<file path="src/rtl/cdb_pkg.sv">
// Shared CDB definitions: default widths, lane count and the broadcast entry format
// used by the arbiter, the reservation stations and the ROB.
package cdb_pkg;

    localparam int CDB_ROB_IDX_W = 4;
    localparam int CDB_DATA_W    = 16;
    localparam int CDB_LANES     = 4;

    typedef struct packed {
        logic [CDB_ROB_IDX_W-1:0] rob_index;
        logic [CDB_DATA_W-1:0]    result;
    } cdb_entry_t;

endpackage

</file>
<file path="src/rtl/cdb_fu_fifo.sv">
// Per-unit result FIFO. Read/write pointers carry one extra wrap bit so full and
// empty are told apart without a separate counter.
module cdb_fu_fifo
    import cdb_pkg::*;
#(
    parameter int  DEPTH   = 4,
    parameter type entry_t = cdb_entry_t
) (
    input  logic   clk,
    input  logic   rst_n,
    input  logic   flush,
    input  logic   push,
    input  logic   pop,
    input  entry_t wdata,
    output entry_t rdata,
    output logic   full,
    output logic   empty
);

    localparam int AW = $clog2(DEPTH);

    entry_t        mem [DEPTH];
    logic [AW:0]   wptr;
    logic [AW:0]   rptr;

    assign empty = (wptr == rptr);
    assign full  = (wptr[AW] != rptr[AW]) && (wptr[AW-1:0] == rptr[AW-1:0]);
    assign rdata = mem[rptr[AW-1:0]];

    always_ff @(posedge clk or negedge rst_n) begin
        if (!rst_n) begin
            wptr <= '0;
            rptr <= '0;
        end else if (flush) begin
            wptr <= '0;
            rptr <= '0;
        end else begin
            if (push && !full)
                wptr <= wptr + 1'b1;
            if (pop && !empty)
                rptr <= rptr + 1'b1;
        end
    end

    // Storage needs no reset: only slots between rptr and wptr are ever read as valid.
    always_ff @(posedge clk) begin
        if (push && !full && !flush)
            mem[wptr[AW-1:0]] <= wdata;
    end

endmodule

</file>
<file path="src/rtl/cdb_arbiter.sv">
// CDB producer: per-unit result FIFOs, round-robin selection of up to LANES heads per
// cycle, registered broadcast. Optional same-cycle bypass of empty FIFOs: CDB_BYPASS_EN.
module cdb_arbiter
    import cdb_pkg::*;
#(
    parameter int NUM_FU     = 6,
    parameter int LANES      = CDB_LANES,
    parameter int FIFO_DEPTH = 4,
    parameter int ROB_IDX_W  = CDB_ROB_IDX_W,
    parameter int DATA_W     = CDB_DATA_W
) (
    input  logic                        clk,
    input  logic                        rst_n,
    input  logic                        flush,
    input  logic [NUM_FU-1:0]           fu_valid,
    output logic [NUM_FU-1:0]           fu_ready,
    input  logic [NUM_FU*ROB_IDX_W-1:0] fu_rob_index,
    input  logic [NUM_FU*DATA_W-1:0]    fu_result,
    output logic [LANES-1:0]            cdb_valid,
    output logic [LANES*ROB_IDX_W-1:0]  cdb_rob_index,
    output logic [LANES*DATA_W-1:0]     cdb_result
);

    localparam int PTR_W = $clog2(NUM_FU);
    localparam int CNT_W = $clog2(LANES + 1);

    typedef struct packed {
        logic [ROB_IDX_W-1:0] rob_index;
        logic [DATA_W-1:0]    result;
    } entry_t;

    entry_t              fu_entry   [NUM_FU];
    entry_t              fifo_head  [NUM_FU];
    entry_t              cand_entry [NUM_FU];
    logic [NUM_FU-1:0]   full, empty, cand, grant, push, pop;

    logic [PTR_W-1:0]    rr_ptr, last, idx;
    logic [CNT_W-1:0]    n;
    logic [LANES-1:0]    lane_vld;
    entry_t              lane_ent [LANES];

    logic [LANES-1:0]    cdb_vld_q;
    entry_t              cdb_q [LANES];

    for (genvar i = 0; i < NUM_FU; i++) begin : g_fu
        assign fu_entry[i].rob_index = fu_rob_index[i*ROB_IDX_W +: ROB_IDX_W];
        assign fu_entry[i].result    = fu_result[i*DATA_W +: DATA_W];
`ifdef CDB_BYPASS_EN
        // An empty FIFO with a live input competes directly; if it wins, skip the write.
        assign cand[i]       = ~empty[i] | fu_valid[i];
        assign cand_entry[i] = empty[i] ? fu_entry[i] : fifo_head[i];
        assign push[i]       = fu_valid[i] & ~full[i] & ~flush & ~(empty[i] & grant[i]);
`else
        assign cand[i]       = ~empty[i];
        assign cand_entry[i] = fifo_head[i];
        assign push[i]       = fu_valid[i] & ~full[i] & ~flush;
`endif
        assign pop[i]      = grant[i] & ~empty[i];
        assign fu_ready[i] = ~full[i];

        cdb_fu_fifo #(
            .DEPTH   (FIFO_DEPTH),
            .entry_t (entry_t)
        ) u_fifo (
            .clk   (clk),
            .rst_n (rst_n),
            .flush (flush),
            .push  (push[i]),
            .pop   (pop[i]),
            .wdata (fu_entry[i]),
            .rdata (fifo_head[i]),
            .full  (full[i]),
            .empty (empty[i])
        );
    end

    // Walk units from rr_ptr, packing the first LANES candidates onto lanes in order.
    always_comb begin
        grant    = '0;
        lane_vld = '0;
        for (int l = 0; l < LANES; l++)
            lane_ent[l] = '0;
        n    = '0;
        last = rr_ptr;
        idx  = rr_ptr;
        for (int k = 0; k < NUM_FU; k++) begin
            if (cand[idx] && (n < CNT_W'(LANES))) begin
                grant[idx] = 1'b1;
                for (int l = 0; l < LANES; l++) begin
                    if (n == CNT_W'(l)) begin
                        lane_vld[l] = 1'b1;
                        lane_ent[l] = cand_entry[idx];
                    end
                end
                last = idx;
                n    = n + 1'b1;
            end
            idx = (idx == PTR_W'(NUM_FU - 1)) ? '0 : idx + 1'b1;
        end
    end

    always_ff @(posedge clk or negedge rst_n) begin
        if (!rst_n) begin
            rr_ptr    <= '0;
            cdb_vld_q <= '0;
            for (int l = 0; l < LANES; l++)
                cdb_q[l] <= '0;
        end else if (flush) begin
            cdb_vld_q <= '0;
            for (int l = 0; l < LANES; l++)
                cdb_q[l] <= '0;
        end else begin
            cdb_vld_q <= lane_vld;
            for (int l = 0; l < LANES; l++)
                cdb_q[l] <= lane_ent[l];
            if (|grant)
                rr_ptr <= (last == PTR_W'(NUM_FU - 1)) ? '0 : last + 1'b1;
        end
    end

    assign cdb_valid = cdb_vld_q;
    for (genvar l = 0; l < LANES; l++) begin : g_lane
        assign cdb_rob_index[l*ROB_IDX_W +: ROB_IDX_W] = cdb_q[l].rob_index;
        assign cdb_result[l*DATA_W +: DATA_W]          = cdb_q[l].result;
    end

endmodule
</file>
<file path="config.mk">
export PLATFORM = sky130hd
export DESIGN_NAME = cdb_arbiter
export DESIGN_NICKNAME = d
export VERILOG_FILES = /design/src/rtl/cdb_pkg.sv /design/src/rtl/cdb_fu_fifo.sv /design/src/rtl/cdb_arbiter.sv
export SDC_FILE = /design/constraint.sdc
export NUM_CORES = 1
export LEC_CHECK = 0
export ABC_CLOCK_PERIOD_IN_PS = 6400
export CAP_MARGIN = 15
export CORE_ASPECT_RATIO = 1.4
export CORE_MARGIN = 4
export CORE_UTILIZATION = 40
export DETAILED_ROUTE_END_ITERATION = 10
export REMOVE_ABC_BUFFERS = 1
export SKIP_LAST_GASP = 1
export SYNTH_ARGS = -nofsm -noshare
export SYNTH_HDL_FRONTEND = slang
export SYNTH_SLANG_ARGS = --single-unit
</file>
<file path="constraint.sdc">
create_clock -name clk -period 6.4 [get_ports clk]
set_input_delay 1.28 -clock clk [delete_from_list [all_inputs] [get_ports clk]]
set_output_delay 1.28 -clock clk [all_outputs]
set_load 0.005 [all_outputs]
</file>
## Word-level counts from Yosys, hierarchy flattened

Memories as Yosys holds them, arrays and structs flattened.
Index checks and enable logic that the tools add are counted.

- Flip-flop bits (word level): 123
- Memory bits (writable): 480
- Word-level logic and storage cells: 375
- Bits of input ports: 129
- Output and inout port bits: 90
- Memories: 6

- Order comparisons: 23
- Add/subtract/negate cells: 22
- Reductions and logical operators: 67
- Equal/unequal tests: 39
- Bitwise gates (word level): 42
- Muxes and demuxes: 154

Memory list:

| memory | words | width | rd ports | clocked after Yosys merged registers in | wr ports | line | text |
|---|---|---|---|---|---|---|---|
| g_fu[0].u_fifo.mem | 4 | 20 | 1 | 0 | 1 | cdb_fu_fifo.sv:22 | `entry_t mem [DEPTH];` |
| g_fu[1].u_fifo.mem | 4 | 20 | 1 | 0 | 1 | cdb_fu_fifo.sv:22 |  |
| g_fu[2].u_fifo.mem | 4 | 20 | 1 | 0 | 1 | cdb_fu_fifo.sv:22 |  |
| g_fu[3].u_fifo.mem | 4 | 20 | 1 | 0 | 1 | cdb_fu_fifo.sv:22 |  |
| g_fu[4].u_fifo.mem | 4 | 20 | 1 | 0 | 1 | cdb_fu_fifo.sv:22 |  |
| g_fu[5].u_fifo.mem | 4 | 20 | 1 | 0 | 1 | cdb_fu_fifo.sv:22 |  |

Operators by type and width:

| kind | number |
|---|---|
| $mux 20 | 33 |
| $mux 80 | 6 |
| $bmux 20 s3 | 6 |
| $mux 3 | 39 |
| $add 3x1->3 const B | 22 |
| $mux 1 | 46 |
| $mux 6 | 6 |
| $logic_and 1x1->1 | 35 |
| $eq 3x2->1 const B | 10 |
| $or 6x6->6 | 5 |
| $ge 4x4->1 const B | 6 |
| $lt 3x4->1 const B | 6 |
| $mux 4 | 6 |
| $not 3->4 | 6 |
| $reduce_bool 2->1 | 12 |
| $and 1x1->1 | 18 |
| $bmux 1 s3 | 6 |
| $demux 1 s3 | 6 |
| $eq 3x3->1 | 6 |
| $eq 3x3->1 const B | 6 |
| $ge 3x1->1 const B | 6 |
| $eq 3x1->1 const B | 5 |
| $logic_not 3->1 | 5 |
| $lt 3x3->1 const B | 5 |
| 6 further kinds | 40 |

## Depth between registers and ports, before layout

Gate-level depths: netlist of the first run.

- Depth after elaboration: 24
- Depth in mapped cells: 29
- Mapped depth without buffers: 25

## Modules after synthesis

A second synthesis of the first run with hierarchy kept.

- Cells, all modules: 2445
- Area total of the unflattened synthesis: 33076.7 um^2

Modules (own cells, without submodules):

| module | area an instance (um^2) | sequential area each (um^2) | times used | cells an instance |
|---|---|---|---|---|
| cdb_fu_fifo at g_fu[0].u_fifo ... | 3463.3 | 2552.4 | 5 | 173 |
| cdb_arbiter | 12300.5 | 2177.1 | 1 | 1407 |
| cdb_fu_fifo at g_fu[5].u_fifo | 3459.6 | 2552.4 | 1 | 173 |

## Worst setup path before layout of the first run

Ideal clock, no wire load.

- Kind: register -> register
- Start point: register rr_ptr[0]
- End point: register rr_ptr[1]
- Period minus slack after synthesis: 6.117 ns
- Stages on the path, launching flop included: 28
- Setup slack: 0.283 ns
- Path buffers: 4
- Arrival: 5.990 ns
- Setup time: 0.128 ns
- Required time: 6.272 ns
- Cells stage by stage: dfrtp_1 -> inv_1 -> buf_1 -> mux4_2 -> o22ai_1 -> inv_1 -> clkbuf_1 -> ha_1 -> nand2_1 -> clkbuf_1 -> o21ai_0 -> inv_1 -> ha_1 -> mux2_2 -> o221a_2 -> ha_1 -> ha_1 -> inv_1 -> o31ai_1 -> a32oi_1 -> o221a_2 -> a211o_1 -> buf_4 -> o32a_1 -> o31ai_1 -> nor4_2 -> a31oi_2 -> mux2_1

- Longest elaborated chain between the ends: 20
- Elaborated cells between the ends (all ways): 97
- Classes of those cells: add/sub (10); order compare (17); eq/ne (6); mux (46); bitwise (5); reduce/logical (13)

RTL lines:

| what | line | text |
|---|---|---|
| from (decl) | cdb_arbiter.sv:37 | `logic [PTR_W-1:0] rr_ptr, last, idx;` |
| from (signal assigned) | cdb_arbiter.sv:117 | `rr_ptr <= (last == PTR_W'(NUM_FU - 1)) ? '0 : last + 1'b1;` |
| parallel branches: the longest is 20 deep, another holds $lt 3x4->1 | -- |  |

Several ways; the timed one is not identified. The select of a mux whose other input is x is not followed.
A chain may end at the register's enable or synchronous reset.

## Final worst setup path of the first run

- Start point: register g_fu[3].u_fifo.rptr[2]
- End point: register rr_ptr[1]

- Longest elaborated chain between the ends: 22
- Elaborated cells between the ends (all ways): 54
- Classes of those cells: add/sub (5); order compare (5); eq/ne (2); mux (29); bitwise (6); reduce/logical (7)

RTL lines:

| what | line | text |
|---|---|---|
| from (decl) | cdb_fu_fifo.sv:24 | `logic [AW:0] rptr;` |
| from (signal assigned) | cdb_fu_fifo.sv:41 | `rptr <= rptr + 1'b1;` |
| $eq 3x3->1 (*) | cdb_fu_fifo.sv:26 | `assign empty = (wptr == rptr);` |
| $not 1->1 (*) | cdb_arbiter.sv:54 | `assign cand[i] = ~empty[i];` |
| $bmux 1 s3 | cdb_arbiter.sv:87 | `if (cand[idx] && (n < CNT_W'(LANES))) begin` |
| $mux 1 (implied by the code) | cdb_arbiter.sv:87 |  |
| $mux 1 | cdb_arbiter.sv:87 |  |
| $lt 3x3->1 | cdb_arbiter.sv:87 |  |
| $logic_and 1x1->1 | cdb_arbiter.sv:87 |  |
| $mux 3 | cdb_arbiter.sv:87 |  |
| [6 not listed] | -- |  |
| $lt 3x3->1 | cdb_arbiter.sv:87 |  |
| $logic_and 1x1->1 | cdb_arbiter.sv:87 |  |
| $mux 3 | cdb_arbiter.sv:87 |  |
| $lt 3x3->1 | cdb_arbiter.sv:87 |  |
| $logic_and 1x1->1 | cdb_arbiter.sv:87 |  |
| $mux 3 / $mux 6 (equally long branches) | cdb_arbiter.sv:87 |  |
| $add 3x1->3, or another cell as far along | cdb_arbiter.sv:117 |  |
| $mux 3 / $reduce_and 2->1 (equally long branches) | -- |  |

Mark *: on every way between the ends. The rest lies on a longest branch, timed or not. The select of a mux whose other input is x is not followed.

==> impl_metrics.sql, run 1 <==
INSERT INTO impl_metrics (metric_group, metric, value, unit) VALUES
('grt', 'groute.usage.overall', '23.24', '%'),
('layout', 'most-common-layout-cells', '480 x sky130_fd_sc_hd__edfxtp_1, 389 x sky130_fd_sc_hd__nand2_1, 237 x sky130_fd_sc_hd__nor2_1', ''),
('logic_synthesis', 'synth-edff-count', '480', ''),
('layout', 'nets', '2815', ''),
('grt', 'overflow', '0', ''),
('logic_synthesis', 'synth.avg_cell_area', '12.47', 'µm²'),
('logic_synthesis', 'synth_sequential_area_ratio', '56.63', '%'),
('routing', 'postRouteAntennaNets', '0', ''),
('logic_synthesis', 'post_synth_inst_count', '2476', ''),
('timing', 'post-route-period-util', '96.25', '%'),
('routing', 'vias_per_cell', '5.847', ''),
('grt', 'via_count_of_the_first_global_routing_pass', '21120', ''),
('timing', 'final_max_slew_viol_count', '0', ''),
('placed_design', 'hpwlAfterDp', '69760', 'µm'),
('routing', 'first_iter_violations', '2176', ''),
('floorplan', 'floorplan.rows', '120', ''),
('routing', 'wl_per_cell', '26.28', 'µm'),
('cts', 'post_cts_buffers', '0', ''),
('layout', 'final_area', '36150', 'µm²'),
('routing', 'detailedRoute.firstPassIterationCount', '6', ''),
('setup_path', 'cp.arrival', '6.69', 'ns'),
('setup_path', 'worst_ep_required_time', '6.93', 'ns'),
('cts', 'cts_repair_resize_count', '0', ''),
('timing', 'timing.final.setup_violations', '0', ''),
('cts', 'ctsHtreeMaxLevel', '2', ''),
('floorplan', 'ios', '219', ''),
('cts', 'clk_pin_slew_worst_paths', '0.07', 'ns'),
('cts', 'cts_hold_buf', '0', ''),
('layout', 'layout-area-overhead-vs-synth', '17.04', '%'),
('timing', 'peak_clock_frequency_supported_by_timing', '162.3', 'MHz'),
('job', 'max_cap_viol_count', '0', ''),
('logic_synthesis', 'syn-cell-area', '30890', 'µm²'),
('layout', 'layout_commonest_cell', 'sky130_fd_sc_hd__edfxtp_1', ''),
('grt', 'grt_start_max_net_pins', '99', ''),
('timing', 'finClkSkew', '0.05022', 'ns'),
('floorplan', 'floorplan.die_area', '81790', 'µm²'),
('grt', 'grt_first_pass_wirelength', '142300', 'µm'),
('placed_design', 'post_place_instance_area', '34240', 'µm²'),
('logic_synthesis', 'async_flop_share', '20.40', '%'),
('logic_synthesis', 'top_flip_flop_cell_by_instance_count_after_synthesis', 'sky130_fd_sc_hd__edfxtp_1', ''),
('logic_synthesis', 'postSynthRegisterBits', '603', ''),
('cts', 'insertion_delay', '0.66', 'ns'),
('timing', 'slew_headroom', '10.88', '%'),
('timing', 'timing.setup.tns', '0', 'ns'),
('layout', 'ratio_of_cells_with_drive_above_1_in_the_final_layout', '14.22', '%'),
('timing', 'tightestPinTransition', '1.337', 'ns'),
('cts', 'clock_sink_count', '603', ''),
('timing', 'grt_setup_unrepaired', 'false', ''),
('cts', 'total_clock_buffers_created_by_cts', '55', ''),
('setup_path', 'worst_setup_path_end_kind', 'flop', ''),
('floorplan', 'chip_height', '336.8', 'µm'),
('timing', 'report.final.hold_viol_count', '0', ''),
('cts', 'tritoncts', 'yes', ''),
('routing', 'vias', '21440', ''),
('timing', 'min_period', '6.160', 'ns'),
('floorplan', 'core_region_area', '76570', 'µm²'),
('grt', 'initial_antenna_violation_count', '5', ''),
('logic_synthesis', 'yosysUniqueCellTypes', '69', ''),
('placed_design', 'placement.io_buffers', '218', ''),
('routing', 'drc', '0', ''),
('run_status', 'run_status', 'completed', ''),
('setup_path', 'worst-setup-path-type', 'flop to flop', ''),
('routing', 'routed_wirelength', '96340', 'µm'),
('setup_path', 'critPathMaxFanout', '5', ''),
('floorplan', 'floorplan.die.width', '242.8', 'µm'),
('hold_path', 'path_type_of_the_worst_min_delay_path', 'flop to flop', ''),
('cts', 'ctsLongestPathBuffers', '3', ''),
('placed_design', 'gp_routability_congestion', '0.9335', ''),
('setup_path', 'startpoint_type', 'flop', ''),
('logic_synthesis', 'synth.yosys.warnings', '0', ''),
('floorplan', 'initial_utilization', '40.33', '%'),
('cts', 'cts_root_buf', 'sky130_fd_sc_hd__clkbuf_16', '');
-- routing by layer --
metal,vias to the layer above,GRT usage (%),part of all wire [%],wire length [µm]
li1,9680,-,-,-
met1,10730,30.63,41,39240
met2,865,38.49,48,46720
met3,148,3.659,6.1,5921
met4,8,10.02,4.6,4414
met5,-,0,0.044,42
-- logic make-up after synthesis --
family	share of synthesized area (%)
adders and majority gates	1.807
DFF	56.63
and+or+nand+nor	11.36
AOI/OAI and AO/OA	10.09
muxes	15.97
buffers and inverters	2.787
xor gates and xnor gates	1.357
-- through the flow --
stage	hold slack [ns]	util, %	setup slack, ns	instances
6_report	0.5517	47.21	0.2402	3666
3_5_place_dp	0.5428	44.72	0.2436	3561
3_3_place_gp	0.5434	44.65	0.3343	3559
4_1_cts	0.5605	47.18	0.2655	3663
5_1_grt	0.6039	47.20	0.001987	3663
2_1_floorplan	0.5234	-	-7.775	2288
-- sequential cells by signal, indices dropped and copies added (netlist names) --
| register | count |
|---|---|
| g_fu.u_fifo.mem | 480 |
| g_fu.u_fifo.rptr | 18 |
| g_fu.u_fifo.wptr | 18 |
| cdb_rob_index | 16 |
| cdb_valid | 4 |
| rr_ptr | 3 |
| cdb_result | 64 |
-- path summary, 6_finish.rpt --
| path | startpoint | end | slack [ns] | cells past startpoint |
|---|---|---|---|---|
| min | g_fu[0].u_fifo.rptr[2] | g_fu[0].u_fifo.rptr[2] | 0.55 | 2 |
| min in group asynchronous | rst_n | cdb_rob_index[12] | 0.62 | 1 |
| max in group asynchronous | rst_n | rr_ptr[2] | 4.41 | 2 |
| max | g_fu[3].u_fifo.rptr[2] | rr_ptr[1] | 0.24 | 23 |
| min reg2reg | g_fu[0].u_fifo.rptr[2] | g_fu[0].u_fifo.rptr[2] | 0.55 | 2 |
| max reg2reg | g_fu[3].u_fifo.rptr[2] | rr_ptr[1] | 0.24 | 23 |
-- critical path: stages, from the launching register on --
cell	delay [ns]
sky130_fd_sc_hd__dfrtp_1	0.40
sky130_fd_sc_hd__xor2_1	0.42
sky130_fd_sc_hd__nor3_1	0.09
sky130_fd_sc_hd__buf_4	0.17
sky130_fd_sc_hd__mux4_2	0.50
sky130_fd_sc_hd__a21boi_2	0.18
sky130_fd_sc_hd__inv_1	0.09
sky130_fd_sc_hd__fa_1	0.57
sky130_fd_sc_hd__inv_1	0.07
sky130_fd_sc_hd__ha_1	0.29
sky130_fd_sc_hd__mux2_2	0.26
sky130_fd_sc_hd__o221a_2	0.30
sky130_fd_sc_hd__ha_1	0.22
sky130_fd_sc_hd__ha_1	0.33
sky130_fd_sc_hd__inv_1	0.11
sky130_fd_sc_hd__o31ai_1	0.09
sky130_fd_sc_hd__a32oi_1	0.26
sky130_fd_sc_hd__o221a_2	0.30
sky130_fd_sc_hd__a211o_1	0.14
sky130_fd_sc_hd__o32a_1	0.14
sky130_fd_sc_hd__o31ai_1	0.16
sky130_fd_sc_hd__nor4_2	0.43
sky130_fd_sc_hd__a31oi_2	0.19
sky130_fd_sc_hd__mux2_1	0.33
-- final cells by class --
cell class | instances | area (µm²)
fill | 6702 | 40420
clock buffer | 71 | 1521
multi-input combinational | 1655 | 12560
sequential | 603 | 17500
inverter | 30 | 116.4
antenna | 3 | 7.507
tap | 976 | 1221
clock inverter | 31 | 366.6
timing repair buffer | 297 | 2851
-- cells in the mapped netlist (3+ instances only) --
| cell | n | area share (%) |
|---|---|---|
| sky130_fd_sc_hd__clkbuf_1 | 131 | 1.6 |
| sky130_fd_sc_hd__a31oi_1 | 42 | 0.85 |
| sky130_fd_sc_hd__xor2_1 | 24 | 0.68 |
| sky130_fd_sc_hd__mux2_2 | 5 | 0.18 |
| sky130_fd_sc_hd__a21oi_1 | 111 | 1.8 |
| sky130_fd_sc_hd__buf_2 | 13 | 0.21 |
| sky130_fd_sc_hd__nor2_1 | 237 | 2.9 |
| sky130_fd_sc_hd__nand2_1 | 389 | 4.7 |
| sky130_fd_sc_hd__and3_1 | 7 | 0.14 |
| sky130_fd_sc_hd__o22ai_1 | 5 | 0.10 |
| sky130_fd_sc_hd__a32oi_1 | 3 | 0.085 |
| sky130_fd_sc_hd__and2_1 | 48 | 0.97 |
| sky130_fd_sc_hd__o221a_2 | 3 | 0.11 |
| sky130_fd_sc_hd__nor2b_1 | 22 | 0.45 |
| sky130_fd_sc_hd__o31ai_1 | 6 | 0.15 |
| sky130_fd_sc_hd__edfxtp_1 | 480 | 47 |
| sky130_fd_sc_hd__ha_1 | 43 | 1.7 |
| sky130_fd_sc_hd__nor4_1 | 4 | 0.081 |
| sky130_fd_sc_hd__a22oi_1 | 21 | 0.51 |
| sky130_fd_sc_hd__nand3_1 | 14 | 0.23 |
| sky130_fd_sc_hd__buf_4 | 7 | 0.17 |
| sky130_fd_sc_hd__dfrtp_1 | 123 | 10 |
| sky130_fd_sc_hd__a211o_1 | 45 | 1.3 |
| sky130_fd_sc_hd__a211oi_1 | 66 | 1.6 |
| sky130_fd_sc_hd__o211ai_1 | 22 | 0.53 |
| sky130_fd_sc_hd__inv_1 | 28 | 0.34 |
| sky130_fd_sc_hd__o21ai_0 | 109 | 1.8 |
| sky130_fd_sc_hd__mux2i_1 | 72 | 2.3 |
| sky130_fd_sc_hd__a221oi_1 | 21 | 0.60 |
| sky130_fd_sc_hd__nor3_1 | 86 | 1.4 |
| sky130_fd_sc_hd__mux4_2 | 183 | 13 |
| sky130_fd_sc_hd__xnor2_1 | 22 | 0.62 |
| sky130_fd_sc_hd__buf_1 | 37 | 0.45 |
Power of run 1 is left out: the tool's default activity adds up to more than one toggle a clock period on the data nets, which glitch-free logic cannot reach.
==> run 2: changes to the inputs <==
SKIP_LAST_GASP = unset   (was 1)
==> results of run 2 <==
Final layout, timing and power as in run 1 (identical DEF).
Power of run 2 is left out for the same reason.
==> run 3: changes to the inputs <==
CTS_CLUSTER_DIAMETER = 40   (was unset)
==> run 3 against run 2 <==
Compared with the run above:
- first-iteration DRC count increased by 12%
- routed wire length increased by 0.46%
- final area increased by 1.4%
- register-to-register slack improved by 0.03 ns
- count of clock-buffer cells in the layout increased by 12
- critical path depth unchanged
- final cell count increased by 0.65%
- utilization increased by 0.64 points
- sequential cell count unchanged
- via count increased by 0.89%
- clock skew increased by 0.0026 ns
- hold slack got worse by 0.0015 ns
- largest cell class unchanged
==> impl_metrics.sql, run 3 (same netlist as run 1, synthesis figures left out) <==
INSERT INTO impl_metrics (metric_group, metric, value, unit) VALUES
('grt', 'groute.usage.overall', '23.34', '%'),
('floorplan', 'ios', '219', ''),
('grt', 'via_count_of_the_first_global_routing_pass', '21310', ''),
('hold_path', 'min-delay-start', 'g_fu[0].u_fifo.rptr[2]', ''),
('timing', 'finClkSkew', '0.05285', 'ns'),
('setup_path', 'critPathMaxFanout', '5', ''),
('routing', 'routed_wirelength', '96780', 'µm'),
('layout', 'ratio_of_cells_with_drive_above_1_in_the_final_layout', '15.04', '%'),
('routing', 'first_iter_violations', '2428', ''),
('cts', 'post_cts_buffers', '0', ''),
('placed_design', 'placement.io_buffers', '218', ''),
('cts', 'total_clock_buffers_created_by_cts', '70', ''),
('routing', 'detailedRoute.firstPassIterationCount', '8', ''),
('cts', 'insertion_delay', '0.65', 'ns'),
('timing', 'min_period', '6.127', 'ns'),
('cts', 'ctsLongestPathBuffers', '3', ''),
('floorplan', 'chip_height', '336.8', 'µm'),
('run_status', 'run_status', 'completed', ''),
('grt', 'grt_start_max_net_pins', '99', ''),
('cts', 'tritoncts', 'yes', ''),
('floorplan', 'floorplan.die.width', '242.8', 'µm'),
('timing', 'timing.final.setup_violations', '0', ''),
('grt', 'initial_antenna_violation_count', '5', ''),
('layout', 'nets', '2830', ''),
('grt', 'grt_first_pass_wirelength', '142700', 'µm'),
('grt', 'overflow', '0', ''),
('floorplan', 'core_region_area', '76570', 'µm²'),
('cts', 'cts_hold_buf', '0', ''),
('timing', 'final_max_slew_viol_count', '0', ''),
('floorplan', 'initial_utilization', '40.33', '%'),
('job', 'max_cap_viol_count', '0', ''),
('cts', 'ctsHtreeMaxLevel', '3', ''),
('setup_path', 'worst_setup_path_end_kind', 'flop', ''),
('placed_design', 'hpwlAfterDp', '69760', 'µm'),
('routing', 'vias', '21630', ''),
('setup_path', 'worst-setup-path-type', 'flop to flop', ''),
('timing', 'report.final.hold_viol_count', '0', ''),
('setup_path', 'ff2ff_path_depth', '23', ''),
('setup_path', 'r2r-start', 'g_fu[3].u_fifo.rptr[2]', ''),
('timing', 'hold_slack', '0.5502', 'ns'),
('setup_path', 'cp.arrival', '6.64', 'ns'),
('timing', 'tightestPinTransition', '1.295', 'ns'),
('setup_path', 'critical_path_top_delay_cell', 'sky130_fd_sc_hd__fa_1', ''),
('cts', 'cts_root_buf', 'sky130_fd_sc_hd__clkbuf_16', ''),
('floorplan', 'floorplan.die_area', '81790', 'µm²'),
('floorplan', 'floorplan.rows', '120', ''),
('routing', 'wl_per_cell', '26.23', 'µm'),
('setup_path', 'cp_top_family', 'compound AO/OA/AOI/OAI gates', ''),
('cts', 'clock_sink_count', '603', ''),
('timing', 'peak_clock_frequency_supported_by_timing', '163.2', 'MHz'),
('setup_path', 'cp_slowest_stage_delay', '0.56', 'ns'),
('layout', 'layout_commonest_cell', 'sky130_fd_sc_hd__edfxtp_1', ''),
('routing', 'vias_per_cell', '5.860', ''),
('setup_path', 'critical_path.reg2reg.endpoint', 'rr_ptr[1]', ''),
('placed_design', 'gp_routability_congestion', '0.9335', ''),
('setup_path', 'crit_path_cell_trace', 'xor2_1 > nor3_1 > buf_4 > mux4_2 > a21boi_2 > inv_1 > fa_1 > inv_1 > ha_1 > mux2_2 > o221a_2 > ha_1 > ha_1 > inv_1 > o31ai_1 > a32oi_1 > o221a_2 > a211o_1 > o32a_1 > o31ai_1 > nor4_2 > a31oi_2 > mux2_1', ''),
('hold_path', 'holdPathStages', '2', ''),
('hold_path', 'path_type_of_the_worst_min_delay_path', 'flop to flop', ''),
('hold_path', 'hold_path_end', 'g_fu[0].u_fifo.rptr[2]', ''),
('layout', 'largest_reg_flops', '480', ''),
('routing', 'postRouteAntennaNets', '0', ''),
('layout', 'layout-area-overhead-vs-synth', '18.64', '%'),
('routing', 'drc', '0', ''),
('setup_path', 'cp_num_buf_inv', '4', ''),
('setup_path', 'startpoint_type', 'flop', ''),
('layout', 'most-common-layout-cells', '480 x sky130_fd_sc_hd__edfxtp_1, 389 x sky130_fd_sc_hd__nand2_1, 237 x sky130_fd_sc_hd__nor2_1', ''),
('cts', 'clk_pin_slew_worst_paths', '0.06', 'ns'),
('timing', 'slew_headroom', '13.67', '%'),
('timing', 'post-route-period-util', '95.74', '%'),
('timing', 'grt_setup_unrepaired', 'false', ''),
('setup_path', 'r2r_setup_slack', '0.27', 'ns'),
('setup_path', 'worst_ep_required_time', '6.91', 'ns');
==> run 3: worst max path at each step <==
| stage | from | endpoint | slack (ns) | cells past startpoint |
|---|---|---|---|---|
| 4_1_cts | g_fu[3].u_fifo.rptr[2] | rr_ptr[1] | 0.24 | 23 |
| 6_report | g_fu[3].u_fifo.rptr[2] | rr_ptr[1] | 0.27 | 23 |
| 5_1_grt | g_fu[5].u_fifo.wptr[0] | rr_ptr[1] | 0.02 | 25 |
| 3_5_place_dp | g_fu[5].u_fifo.wptr[1] | rr_ptr[1] | 0.24 | 23 |
| 2_1_floorplan | rr_ptr[0] | cdb_result[48] | -7.77 | 20 |
| 3_3_place_gp | rr_ptr[2] | rr_ptr[1] | 0.33 | 23 |
==> run 3: per-layer routing <==
metal	global-route usage, %	vias up	share of wire (%)
met2	38.74	952	49
met4	9.705	8	4.3
met1	30.27	10780	40
li1	-	9723	-
met5	0	-	0.051
met3	4.526	161	6.7
==> run 3: area by class of cell <==
class,count,area [µm²]
inverter,30,116.4
timing repair buffer,297,2851
fill,6661,39930
tap,976,1221
multi-input combinational,1655,12560
sequential,603,17500
clock inverter,44,539.3
antenna,2,5.005
clock buffer,83,1851
==> run 3: stage by stage <==
step / setup WS [ns] / utilization, % / instance area, µm² / cells / setup TNS (ns)
2_1_floorplan: -7.775 / - / 30140 / 2288 / -775.52
3_5_place_dp: 0.2436 / 44.72 / 34240 / 3561 / 0
4_1_cts: 0.2369 / 47.84 / 36630 / 3688 / 0
3_3_place_gp: 0.3343 / 44.65 / 34190 / 3559 / 0
6_report: 0.2726 / 47.85 / 36640 / 3690 / 0
5_1_grt: 0.01885 / 47.85 / 36640 / 3688 / 0
==> run 3: worst min-delay path: cells and delay by family, from the launching register on <==
| family | cells | cell delay, ns |
|---|---|---|
| simple gates | 1 | 0.07 |
| xor+xnor | 1 | 0.07 |
| flops | 1 | 0.37 |
==> run 3: timing repair <==
action,4_1_cts,5_1_grt
gates resized for setup,0,2
setup endpoints to repair,0,7
hold endpoints to repair,0,0
Power of run 3 is left out for the same reason.
==> patch (settings of run 3) <==
Make the reset (`rst_n`) synchronous in 2 clocked blocks.
--- a/src/rtl/cdb_fu_fifo.sv
+++ b/src/rtl/cdb_fu_fifo.sv
@@ -27,7 +27,7 @@
     assign full  = (wptr[AW] != rptr[AW]) && (wptr[AW-1:0] == rptr[AW-1:0]);
     assign rdata = mem[rptr[AW-1:0]];
 
-    always_ff @(posedge clk or negedge rst_n) begin
+    always_ff @(posedge clk) begin
         if (!rst_n) begin
             wptr <= '0;
             rptr <= '0;
--- a/src/rtl/cdb_arbiter.sv
+++ b/src/rtl/cdb_arbiter.sv
@@ -99,7 +99,7 @@
         end
     end
 
-    always_ff @(posedge clk or negedge rst_n) begin
+    always_ff @(posedge clk) begin
         if (!rst_n) begin
             rr_ptr    <= '0;
             cdb_vld_q <= '0;
Function: not settled (the Yosys comparison gave no result); the edit may change what the design does.
==> patch against run 3 <==
- via count rose by 0.71%
- critical path type unchanged
- design area is 1.2% higher
- sequential cell count increased by 12
- die area is 0.33% lower
- synthesized area is 0.34% lower
- critical endpoint is now rr_ptr[0]$_SDFFE_PN0P_
- cell count shrank 0.38%
- setup slack better by 0.067 ns
- routed wire length increased by 0.31%
- synthesized cell count decreased by 2.9%
==> patch: results (changes against run 3) <==
[synthesis]
ys_top_cells_by_count = 540 x edfxtp_1, 305 x nand2_1, 271 x nor2_1  ; was 480 x edfxtp_1, 389 x nand2_1, 237 x nor2_1
yosysSeqAreaShare_pct = 57.6  ; was 56.6%
synthXorXnorAreaFrac_pct = 1.39  ; was 1.36%
synth_edf_count = 540  ; was 480
synth_area_sq_um = 30800  ; was 30,900 sq um
syn_area_per_cell_sq_um = 12.8  ; was 12.5 sq um
async_flop_share_pct = 0  ; was 20.4%
synth-compound-area-share_pct = 11.3  ; was 10.1%
muxShareOfSynthArea_pct = 15.4  ; was 16.0%
synthAdderAreaFrac_pct = 1.67  ; was 1.81%
synth.distinct_cells = 66  ; was 69
ys_top_cells_by_area = edfxtp_1 53%, mux4_2 13%, dfxtp_1 4.9%  ; was edfxtp_1 47%, mux4_2 13%, dfrtp_1 10%

[cells_and_area]
buffer_area_share_pct = 7.77  ; was 7.78%
stdcell_count = 3676  ; was 3,690
nFillCells = 6469  ; was 6,661
seq_area_sq_um = 17700  ; was 17,500 sq um
nClkBuffers = 86  ; was 83
multi_input_gates = 1626  ; was 1,655
final_nets = 2812  ; was 2,830
seq_cells = 615  ; was 603
inv_count = 33  ; was 30
multi_input_area_share_pct = 33.6  ; was 34.3%
finalInstanceArea_sq_um = 37100  ; was 36,600 sq um
drive_gt1_share_pct = 15.9  ; was 15.0%
nonClockBufferCount = 292  ; was 297
diodes = 1  ; was 2
clockNetworkAreaShare_pct = 7.14  ; was 6.52%

[clock_network]
h-tree-depth = 3  ; unchanged
cts_buffers = 74  ; was 70

[worst_hold_path]
min_from = g_fu[4].u_fifo.rptr[2]$_SDFFE_PN0P_  ; was g_fu[0].u_fifo.rptr[2]$_DFFE_PN0P_
hold_class = flop to flop  ; unchanged

[detailed_routing]
drtPass1Iterations = 6  ; was 8
vias = 21800  ; was 21,600
post_drt_wl_per_cell_um = 26.4  ; was 26.2 um
drt_iter0_markers = 2352  ; was 2,428

[global_route]
grt_max_degree = 82  ; was 99
grt_antenna_before_repair = 2  ; was 5
grtUsageTotal_pct = 23.5  ; was 23.3%
grt_pass1_wl_mm = 143  ; about the same

[setup_path]
path_max_fanout = 31  ; was 5
cp.arrival_ns = 6.57  ; was 6.64 ns
worstReg2RegStart = rr_ptr[0]$_SDFFE_PN0P_  ; was g_fu[3].u_fifo.rptr[2]$_DFFE_PN0P_

[placed_design]
gp_congestion = 0.965  ; was 0.934
place_inst = 3537  ; was 3,561
place_ws_ns = 0.0616  ; was 0.244 ns
dp_hpwl_mm = 71.4  ; was 69.8 mm
postPlaceCellArea_sq_um = 34300  ; was 34,200 sq um

[pwr]
peakVddDrop_v = 0.000257

[timing]
finalClockSkew_ns = 0.0392  ; was 0.0528 ns
tightest_slew_ns = 1.16  ; was 1.30 ns

[status]
outcome = finished, final reports clean  ; unchanged

-- patch: changes by cell type after synthesis, moves of 20 or more --
cell,run 3,this run
dfrtp_1,123,0
nand2_1,389,305
dfxtp_1,0,75
edfxtp_1,480,540
a211o_1,45,3
a21oi_1,111,152
o21ai_0,109,71
nor2_1,237,271
nor3_1,86,54
a222oi_1,0,20
o32ai_1,0,20
-- patch: worst max-delay path, cell delays in order (launching register included) --
cell and delay (ns):
dfxtp_4 0.44, clkinv_2 0.14, buf_4 0.28, nor4_1 0.34, buf_4 0.20, o31ai_1 0.08, o31ai_2 0.15, inv_1 0.15
ha_1 0.34, xor2_1 0.29, ha_1 0.29, nand2_1 0.10, nand2_1 0.10, ha_1 0.21, ha_1 0.32, or4b_2 0.70
o211ai_1 0.24, o31ai_1 0.14, and2_1 0.23, a221o_2 0.51, o41ai_4 0.40, nor2_1 0.09, a211oi_1 0.20
-- patch: path summary, 6_finish.rpt --
| path | slack [ns] | to | cells after the start |
|---|---|---|---|
| hold / removal | 0.53 | g_fu[4].u_fifo.rptr[2]$_SDFFE_PN0P_ | 2 |
| setup / recovery | 0.34 | rr_ptr[0]$_SDFFE_PN0P_ | 22 |
| hold reg to reg | 0.53 | g_fu[4].u_fifo.rptr[2]$_SDFFE_PN0P_ | 2 |
| setup reg to reg | 0.34 | rr_ptr[0]$_SDFFE_PN0P_ | 22 |
-- patch: layer usage --
metal	wire (um)	up-vias	GRT usage, %
li1	-	9710	-
met1	38200	10800	29.7
met2	47000	1038	39.2
met3	6870	203	4.00
met4	5080	4	11.7
met5	21	-	0
-- patch: power by group through the flow --
stage,sequential (uW),combinational [uW],clock (uW)
after detailed placement,4920,7420,0
after CTS,4840,7460,4520
after global placement,4910,7360,0
final,4830,7630,4430
after floorplan,5110,4580,0
after global routing,4850,8180,4710
